`src/rtl/input_conditioner_pkg.sv`:
```
// Shared definitions for the input conditioner: debounce FSM encoding,
// synchroniser depth and a state classification helper.
package input_conditioner_pkg;

  typedef enum logic [1:0] {
    STABLE_LOW  = 2'b00,
    WAIT_HIGH   = 2'b01,
    STABLE_HIGH = 2'b10,
    WAIT_LOW    = 2'b11
  } state_t;

  localparam int SYNC_DEPTH = 2;

  function automatic logic is_wait(input state_t s);
    return (s == WAIT_HIGH) || (s == WAIT_LOW);
  endfunction

endpackage

```
`src/rtl/input_conditioner_if.sv`:
```
// Raw inputs and conditioned outputs of the input conditioner.
// The master side drives the raw inputs and the slave side is the conditioner.
interface input_conditioner_if;
  logic raw_a;
  logic raw_b;
  logic a;
  logic b;
  logic a_rise;
  logic a_fall;
  logic b_rise;
  logic b_fall;
  logic busy;

  modport master (
    output raw_a, raw_b,
    input  a, b, a_rise, a_fall, b_rise, b_fall, busy
  );

  modport slave (
    input  raw_a, raw_b,
    output a, b, a_rise, a_fall, b_rise, b_fall, busy
  );
endinterface

```
`src/rtl/input_conditioner_debounce_channel.sv`:
```
// One debounce channel: a 2-flop synchroniser followed by a 4-state FSM.
// The level changes only after DEBOUNCE_CYCLES consecutive samples of the new value.
module debounce_channel
  import input_conditioner_pkg::*;
#(
  parameter int DEBOUNCE_CYCLES = 4
) (
  input  logic clock,
  input  logic reset_n,
  input  logic raw,
  output logic level,
  output logic rise,
  output logic fall,
  output logic waiting
);
  localparam int CNT_WIDTH = $clog2(DEBOUNCE_CYCLES + 1);
  localparam logic [CNT_WIDTH-1:0] CNT_LAST = CNT_WIDTH'(DEBOUNCE_CYCLES - 1);

  logic [SYNC_DEPTH-1:0] r_sync;
  state_t                r_state;
  state_t                w_state_nxt;
  logic [CNT_WIDTH-1:0]  r_cnt;
  logic [CNT_WIDTH-1:0]  w_cnt_nxt;
  logic                  r_level;
  logic                  r_rise;
  logic                  r_fall;
  logic                  w_level_nxt;
  logic                  w_rise_nxt;
  logic                  w_fall_nxt;
  logic                  w_sample;

  assign w_sample = r_sync[SYNC_DEPTH-1];

  always_ff @(posedge clock) begin
    if (!reset_n) begin
      r_sync  <= {SYNC_DEPTH{1'b0}};
      r_state <= STABLE_LOW;
      r_cnt   <= {CNT_WIDTH{1'b0}};
      r_level <= 1'b0;
      r_rise  <= 1'b0;
      r_fall  <= 1'b0;
    end else begin
      r_sync  <= {r_sync[SYNC_DEPTH-2:0], raw};
      r_state <= w_state_nxt;
      r_cnt   <= w_cnt_nxt;
      r_level <= w_level_nxt;
      r_rise  <= w_rise_nxt;
      r_fall  <= w_fall_nxt;
    end
  end

  always_comb begin
    w_state_nxt = r_state;
    case (r_state)
      STABLE_LOW: begin
        if (w_sample) w_state_nxt = WAIT_HIGH;
        else          w_state_nxt = STABLE_LOW;
      end
      WAIT_HIGH: begin
        if (!w_sample)              w_state_nxt = STABLE_LOW;
        else if (r_cnt == CNT_LAST) w_state_nxt = STABLE_HIGH;
        else                        w_state_nxt = WAIT_HIGH;
      end
      STABLE_HIGH: begin
        if (!w_sample) w_state_nxt = WAIT_LOW;
        else           w_state_nxt = STABLE_HIGH;
      end
      WAIT_LOW: begin
        if (w_sample)               w_state_nxt = STABLE_HIGH;
        else if (r_cnt == CNT_LAST) w_state_nxt = STABLE_LOW;
        else                        w_state_nxt = WAIT_LOW;
      end
      default: w_state_nxt = STABLE_LOW;
    endcase
  end

  // A broken run drops the count to zero: qualification never resumes mid-way.
  always_comb begin
    w_cnt_nxt   = {CNT_WIDTH{1'b0}};
    w_level_nxt = r_level;
    w_rise_nxt  = 1'b0;
    w_fall_nxt  = 1'b0;
    case (r_state)
      STABLE_LOW: begin
        if (w_sample) w_cnt_nxt = CNT_WIDTH'(1'b1);
        else          w_cnt_nxt = {CNT_WIDTH{1'b0}};
      end
      WAIT_HIGH: begin
        if (!w_sample) begin
          w_cnt_nxt = {CNT_WIDTH{1'b0}};
        end else if (r_cnt == CNT_LAST) begin
          w_level_nxt = 1'b1;
          w_rise_nxt  = 1'b1;
        end else begin
          w_cnt_nxt = r_cnt + CNT_WIDTH'(1'b1);
        end
      end
      STABLE_HIGH: begin
        if (!w_sample) w_cnt_nxt = CNT_WIDTH'(1'b1);
        else           w_cnt_nxt = {CNT_WIDTH{1'b0}};
      end
      WAIT_LOW: begin
        if (w_sample) begin
          w_cnt_nxt = {CNT_WIDTH{1'b0}};
        end else if (r_cnt == CNT_LAST) begin
          w_level_nxt = 1'b0;
          w_fall_nxt  = 1'b1;
        end else begin
          w_cnt_nxt = r_cnt + CNT_WIDTH'(1'b1);
        end
      end
      default: w_level_nxt = 1'b0;
    endcase
  end

  assign level   = r_level;
  assign rise    = r_rise;
  assign fall    = r_fall;
  assign waiting = is_wait(r_state);

endmodule

```
`src/rtl/input_conditioner.sv`:
```
// Two independent debounce channels feeding the controller inputs a and b,
// plus a busy flag raised while either channel is qualifying a change.
module input_conditioner
  import input_conditioner_pkg::*;
#(
  parameter int DEBOUNCE_CYCLES = 4
) (
  input  logic             clock,
  input  logic             reset_n,
  input_conditioner_if.slave bus
);
  logic w_wait_a;
  logic w_wait_b;

  debounce_channel #(.DEBOUNCE_CYCLES(DEBOUNCE_CYCLES)) u_chan_a (
    .clock   (clock),
    .reset_n (reset_n),
    .raw     (bus.raw_a),
    .level   (bus.a),
    .rise    (bus.a_rise),
    .fall    (bus.a_fall),
    .waiting (w_wait_a)
  );

  debounce_channel #(.DEBOUNCE_CYCLES(DEBOUNCE_CYCLES)) u_chan_b (
    .clock   (clock),
    .reset_n (reset_n),
    .raw     (bus.raw_b),
    .level   (bus.b),
    .rise    (bus.b_rise),
    .fall    (bus.b_fall),
    .waiting (w_wait_b)
  );

  assign bus.busy = w_wait_a | w_wait_b;

endmodule

```
`src/flat_wrapper.sv`:
```
// flat-port wrapper written by rule: the top's interface ports become plain ports
module input_conditioner_flat import input_conditioner_pkg::*;
#(
  parameter int DEBOUNCE_CYCLES = 4
)
  (clock, reset_n, bus_raw_a, bus_raw_b, bus_a, bus_b, bus_a_rise, bus_a_fall, bus_b_rise, bus_b_fall, bus_busy);
  input_conditioner_if bus_i ();
  input  logic clock;
  input  logic reset_n;
  input wire logic [$bits(bus_i.raw_a)-1:0] bus_raw_a;
  input wire logic [$bits(bus_i.raw_b)-1:0] bus_raw_b;
  output wire logic [$bits(bus_i.a)-1:0] bus_a;
  output wire logic [$bits(bus_i.b)-1:0] bus_b;
  output wire logic [$bits(bus_i.a_rise)-1:0] bus_a_rise;
  output wire logic [$bits(bus_i.a_fall)-1:0] bus_a_fall;
  output wire logic [$bits(bus_i.b_rise)-1:0] bus_b_rise;
  output wire logic [$bits(bus_i.b_fall)-1:0] bus_b_fall;
  output wire logic [$bits(bus_i.busy)-1:0] bus_busy;
  assign bus_i.raw_a = bus_raw_a;
  assign bus_i.raw_b = bus_raw_b;
  assign bus_a = bus_i.a;
  assign bus_b = bus_i.b;
  assign bus_a_rise = bus_i.a_rise;
  assign bus_a_fall = bus_i.a_fall;
  assign bus_b_rise = bus_i.b_rise;
  assign bus_b_fall = bus_i.b_fall;
  assign bus_busy = bus_i.busy;
  input_conditioner #(.DEBOUNCE_CYCLES(DEBOUNCE_CYCLES)) u_core (.clock(clock), .reset_n(reset_n), .bus(bus_i));
endmodule
```
`config.mk`:
```
export PLATFORM = sky130hd
export DESIGN_NAME = input_conditioner_flat
export DESIGN_NICKNAME = d
export VERILOG_FILES = /design/src/rtl/input_conditioner_pkg.sv /design/src/rtl/input_conditioner_if.sv /design/src/rtl/input_conditioner_debounce_channel.sv /design/src/rtl/input_conditioner.sv /design/src/flat_wrapper.sv
export SDC_FILE = /design/constraint.sdc
export NUM_CORES = 1
export LEC_CHECK = 0
export ABC_AREA = 1
export CAP_MARGIN = 15
export CORE_UTILIZATION = 52
export CTS_BUF_LIST = sky130_fd_sc_hd__clkbuf_4 sky130_fd_sc_hd__clkbuf_8 sky130_fd_sc_hd__clkbuf_16
export DETAILED_ROUTE_END_ITERATION = 8
export GPL_TIMING_DRIVEN = 0
export MAX_ROUTING_LAYER = met4
export PLACE_DENSITY = 0.79
export SLEW_MARGIN = 20
export SYNTH_ARGS = -nofsm -noshare
export SYNTH_HDL_FRONTEND = slang
export SYNTH_SLANG_ARGS = --single-unit
```
`constraint.sdc`:
```
create_clock -name clock -period 1.9 [get_ports clock]
set_clock_uncertainty 0.15 [all_clocks]
set_input_delay 0.19 -clock clock [delete_from_list [all_inputs] [get_ports clock]]
set_output_delay 0.19 -clock clock [all_outputs]
set_load 0.02 [all_outputs]
```
== Word-level counts from Yosys, hierarchy flattened ==
Cells that the tools add are included.

* Add/sub/neg operators: 2
* Equal/unequal tests: 16
* Mux-type cells: 38
* Bitwise operators: 4
* Reductions and logical operators: 12

{| class="wikitable"
|+ Operator list
! cell !! count
|-
| $pmux W3 S4 || 2
|-
| $mux W1 || 18
|-
| $mux W3 || 6
|-
| $mux W2 || 8
|-
| $ne A2 B2 Y1 const B || 8
|-
| $pmux W2 S4 || 2
|-
| $reduce_and A5 Y1 || 2
|-
| $eq A2 B2 Y1 const B || 4
|-
| $add A3 B1 Y3 const B || 2
|-
| $eq A3 B2 Y1 const B || 2
|-
| $reduce_and A3 Y1 || 2
|-
| $reduce_or A3 Y1 || 2
|-
| $eq A2 B1 Y1 const B || 2
|-
| $logic_not A2 Y1 || 2
|-
| $pmux W1 S2 || 2
|-
| $reduce_bool A2 Y1 || 2
|-
| $not A1 Y1 || 3
|-
| $logic_or A1 B1 Y1 || 2
|-
| $or A1 B1 Y1 || 1
|}

* Flip-flop bits (word level): 20
* Bits of input ports: 4
* Output and inout bits: 7
* Word-level logic and storage cells: 84

== Longest topological paths before layout ==
* Depth in word-level cells: 4
* Gate-level depth with buffers: 6
* Gate-level depth less buffers: 6

== By module ==
Synthesis repeated with hierarchy kept, for this count alone.

* Cell total of the unflattened synthesis: 107
* Area total of the unflattened synthesis: 799.5 µm²

{| class="wikitable"
|+ By module, submodules not included
! module !! instances !! cells an instance !! area an instance (µm²) !! sequential area each (µm²)
|-
| debounce_channel || 2 || 52 || 394.1 || 200.2
|-
| input_conditioner || 1 || 3 || 11.3 || 0.0
|}

== Worst setup path after synthesis ==
Ideal clock, no wire load.

* Path kind: register to register
* Start: register u_core.u_chan_b.r_cnt[0]
* End: register u_core.u_chan_b.r_cnt[2]
* Setup time: 0.078 ns
* Data arrival time: 0.928 ns
* Required time: 1.672 ns
* Setup slack: 0.745 ns
* Stages on the path, launching flop included: 4
* Buffers on the path: 0
* Clock period less this slack: 1.155 ns
* Path through: dfxtp_1 ha_1 or2_2 nor3_1

* Cells in the longest elaborated chain, start to end: 4
* Elaborated cells between the ends (all ways): 6
* Classes of those cells: add/sub (1); eq/ne (1); mux (4)

{| class="wikitable"
|+ RTL lines
! item !! line !! source
|-
| start, declared || input_conditioner_debounce_channel.sv:22 || <nowiki>logic [CNT_WIDTH-1:0] r_cnt;</nowiki>
|-
| start signal, assigned || input_conditioner_debounce_channel.sv:38 || <nowiki>r_cnt <= {CNT_WIDTH{1'b0}};</nowiki>
|-
| start signal, assigned || input_conditioner_debounce_channel.sv:45 || <nowiki>r_cnt <= w_cnt_nxt;</nowiki>
|-
| $add A3 B1 Y3 / $eq A3 B2 Y1 (equally long branches) || -- ||
|-
| $mux W3 * || input_conditioner_debounce_channel.sv:91, input_conditioner_debounce_channel.sv:105 ||
|-
| $mux W3 (on tied branches) || input_conditioner_debounce_channel.sv:103, input_conditioner_debounce_channel.sv:89 ||
|-
| $pmux W3 S4 * || input_conditioner_debounce_channel.sv:83 || <nowiki>case (r_state)</nowiki>
|}

Every way passes the cells marked *; elsewhere a longest branch is shown, timed or not.
A chain may end at the register's enable or synchronous reset.

== Final worst setup path ==
* Start: register u_core.u_chan_b.r_state[0]
* End: output port bus_busy

* Cells in the longest elaborated chain, start to end: 3
* Elaborated cells between the ends (all ways): 4
* Classes of those cells: eq/ne (2); bitwise (1); reduce/logical (1)

{| class="wikitable"
|+ RTL lines
! item !! line !! source
|-
| start, declared || input_conditioner_debounce_channel.sv:20 || <nowiki>state_t r_state;</nowiki>
|-
| start signal, assigned || input_conditioner_debounce_channel.sv:44 || <nowiki>r_state <= w_state_nxt;</nowiki>
|-
| $eq A2 B1 Y1 / $eq A2 B2 Y1 (equally long branches) || input_conditioner_pkg.sv:15 || <nowiki>return (s == WAIT_HIGH) || (s == WAIT_LOW);</nowiki>
|-
| $logic_or A1 B1 Y1 * || input_conditioner_pkg.sv:15 ||
|-
| $or A1 B1 Y1 * || input_conditioner.sv:35 || <nowiki>assign bus.busy = w_wait_a | w_wait_b;</nowiki>
|-
| end, declared || flat_wrapper.sv:18 || <nowiki>output wire logic [$bits(bus_i.busy)-1:0] bus_busy;</nowiki>
|}

Marks and branches as above.

==> summary by stage <==
Global route
The pin count of the biggest net entering global routing is 12. The number of global-route vias before repair came to 428. The number of antenna violations at the first check in global routing was 0.

The first global-routing pass estimated 1710 um of wire. The all-layer global routing usage is 0.177. After global routing the overflow that remains totals 0.

Cells and area
The number of nets in the layout is 109. The most common cell after layout, fill and taps aside is sky130_fd_sc_hd__nand2_1. Leaving out fill and tap cells, the most frequent cells in the layout are 21 x sky130_fd_sc_hd__nand2_1, 20 x sky130_fd_sc_hd__dfxtp_1, 16 x sky130_fd_sc_hd__inv_1. 0 antenna diodes ended up in the layout.

Of the cells placed in the final design, the portion with a size suffix greater than 1 is 0.127. The final design utilization is 0.677. The non-filler instance count after layout is 117. Summing all flip-flop and latch instances after layout gives 400 sq um. The multi-input logic area is 268 sq um. The finished cells cover 892 sq um. The filler cells instantiated in the layout total 115.

The area growth from synthesis to layout is 21.1%.

Clocking
The post-CTS setup buffer count is 0. After clock tree synthesis, the clock-pin slew on the worst setup and hold paths is 110 ps. The number of sinks handled by clock tree synthesis is 20.

In this run, post-CTS hold repair placed 0 buffers. Counting along the longest clock path gives a buffer depth of 2. In this run, CTS created clock tree buffers numbering 3. Clock latency on the worst-skew pair, taken at its later pin, is 300 ps.

The H-tree depth is 1. The clock tree root buffer cell is sky130_fd_sc_hd__clkbuf_4. Once the clock tree was built, the resizer swapped 0 gates to a different size. The TritonCTS clock tree is yes.

Timing
The final critical-path share of the clock period is 0.935. After layout, the minimum clock period comes to 1780 ps. The hold slack is 260 ps. The worst slew margin relative to its limit is 0.848. The final setup TNS is 0 ps. The count of final max-slew check failures came to 0.

The setup violation total in the final timing report is 0. The final worst slack is 123 ps. At the pin with the least slew margin, the transition time is 226 ps.

Derived from the worst setup path, the maximum achievable clock frequency is 563 MHz. The number of endpoints with negative hold slack in the final report was 0. Setup repair after global routing left no endpoint under its margin.

Setup path
STA classifies the critical path startpoint as a flop. Walking the worst path, the cells encountered are inv_1 -> nand2_1 -> clkdlybuf4s50_1. The critical path contains buffers and inverters numbering 2 combined.

The critical path's slowest cell is sky130_fd_sc_hd__clkdlybuf4s50_1. The dominant delay contributor by cell family on the critical path is buffers and inverters. The category of the worst setup path capture point is a primary output. The maximum fanout count along the critical path is 5. In this run the critical register-to-register path is launched from u_core.u_chan_b.r_cnt[0]$_SDFF_PN0_.

The critical path starts at u_core.u_chan_b.r_state[0]$_SDFF_PN0_. For the worst setup path, the data required time is 1560 ps. The delay of the slowest cell on the worst path is 590 ps. The endpoint arrival time on the critical path is 1440 ps. The worst setup path is of the reg2out kind.

Route
The routed wire length is 1120 um. The number of design rule violations left after detail routing is 0. The number of DRC violations after detailed-routing iteration 0 is 7.

Across all layers, the routed design uses 567 vias. After detailed routing, the number of vias per cell comes to 4.85. For this run, the detailed router's first-pass iteration total came to 4.

The number of nets still failing antenna checks after routing is 0. In the final routed layout, each cell accounts on average for 9.60 um.

Logic synthesis
When the netlist entered floorplanning its net count stood at 94. Ranked by total cell area, the synthesized netlist is headed by sky130_fd_sc_hd__dfxtp_1 54%, sky130_fd_sc_hd__nand2_1 11%, sky130_fd_sc_hd__inv_1 8.1%. The share of the Yosys chip area taken by registers is 0.543.

The synthesized area is 737 sq um. Counting every instance in the synthesized netlist gives 88. The unique cell type count in the Yosys netlist is 19. The cell type contributing the most total cell area after synthesis is sky130_fd_sc_hd__dfxtp_1. The area fraction of the dominant cell type after synthesis is 0.543.

Yosys printed 0 warnings. The mean instance size in the synthesized netlist is 8.37 sq um. The synthesized design contains 20 register bits.

Floorplan
Measured along the y axis, the die boundary spans 39.6 um. The die is 39.6 um wide. The die covers 0.00157 sq mm. The total area inside the core boundary comes to 0.00132 sq mm.

The floorplan has 13 rows. The number of top-level pins is 11. The starting density of the core is 0.559.

Run status
The flow ran to the end, and the final reports show no timing, DRC or antenna violations.

Flow run
The max-cap check violation count is 0.

Placed design
The post-DP HPWL is 859 um. Port buffering added 10 buffers. The cell count after placement is 113. In this run the cell area measured after placement is 856 sq um. The final weighted congestion of routability-driven global placement is 0.732. The minimum setup slack after placement is 454 ps.

Power and ir drop
The worst supply voltage drop on vdd is 478 uV. The total power draw is 0.698 mW. The cell area power density is 782 mW/mm^2.

The analysis attributes to cell leakage a power of 0.415 nW.

Hold path
The worst min-delay path startpoint is bus_raw_a. The type of the most critical hold path is in2reg.
## sequential cells by signal (all words and copies together), names as in the netlist
| register | count |
|---|---|
| u_core.u_chan_b.r_cnt | 3 |
| u_core.u_chan_a.r_state | 2 |
| u_core.u_chan_a.r_cnt | 3 |
| u_core.u_chan_a.fall | 1 |
| u_core.u_chan_a.level | 1 |
| u_core.u_chan_a.rise | 1 |
| u_core.u_chan_b.fall | 1 |
| u_core.u_chan_b.r_state | 2 |
| u_core.u_chan_b.r_sync | 2 |
| u_core.u_chan_b.rise | 1 |
| u_core.u_chan_b.level | 1 |
| u_core.u_chan_a.r_sync | 2 |
## tightest hold or removal path, stage by stage
cell,delay [ps]
sky130_fd_sc_hd__clkdlybuf4s50_1,390
sky130_fd_sc_hd__nand2_1,60
sky130_fd_sc_hd__inv_1,30
## path summary, 6_finish.rpt
kind / end / slack [ps] / cells past startpoint
min: u_core.u_chan_a.r_sync[0]$_SDFF_PN0_ / 260 / 3
max: bus_busy / 120 / 3
max reg2reg: u_core.u_chan_b.r_cnt[2]$_SDFF_PN0_ / 660 / 3
min reg2reg: u_core.u_chan_b.r_sync[1]$_SDFF_PN0_ / 280 / 2
## metal layers
metal,vias up,part of all wire,global-route usage
li1,299,-,-
met1,251,0.48,0.214
met2,12,0.45,0.258
met3,5,0.032,0.0341
met4,0,0.032,0.129
met5,-,0,-
## power by group
group	internal [mW]	leakage [nW]	switching (mW)
sequential	0.425	0.162	0.00425
clock	0.117	0.0210	0.125
combinational	0.0122	0.232	0.0140
total	0.554	0.415	0.143
## cells by family (layout without fill, tap and decap cells)
family	after synthesis	after routing	share of synthesized area
buffers and inverters	18	32	0.0934
XOR/XNOR	1	1	0.0119
AO/OA/AOI/OAI	7	7	0.0560
AND/OR/NAND/NOR	40	40	0.261
flip-flops	20	20	0.543
adder cells (fa/ha/maj)	2	2	0.0340
## cell usage after synthesis (all sizes together)
cell type,number
ha,2
a21oi,3
inv,17
nor3,6
nand2,22
or2,1
nor2,5
xor2,1
nor4,1
buf,1
nand3,4
o21ai,3
nand4,1
o21bai,1
dfxtp,20
## area by class of cell
class | instances | share of cell area
multi-input combinational | 50 | 0.300
sequential | 20 | 0.449
timing repair buffer | 10 | 0.112
inverter | 17 | 0.0715
tap | 15 | 0.0210
buffer | 1 | 0.00561
clock buffer | 4 | 0.0407
Power figures use the tool's default switching activity.
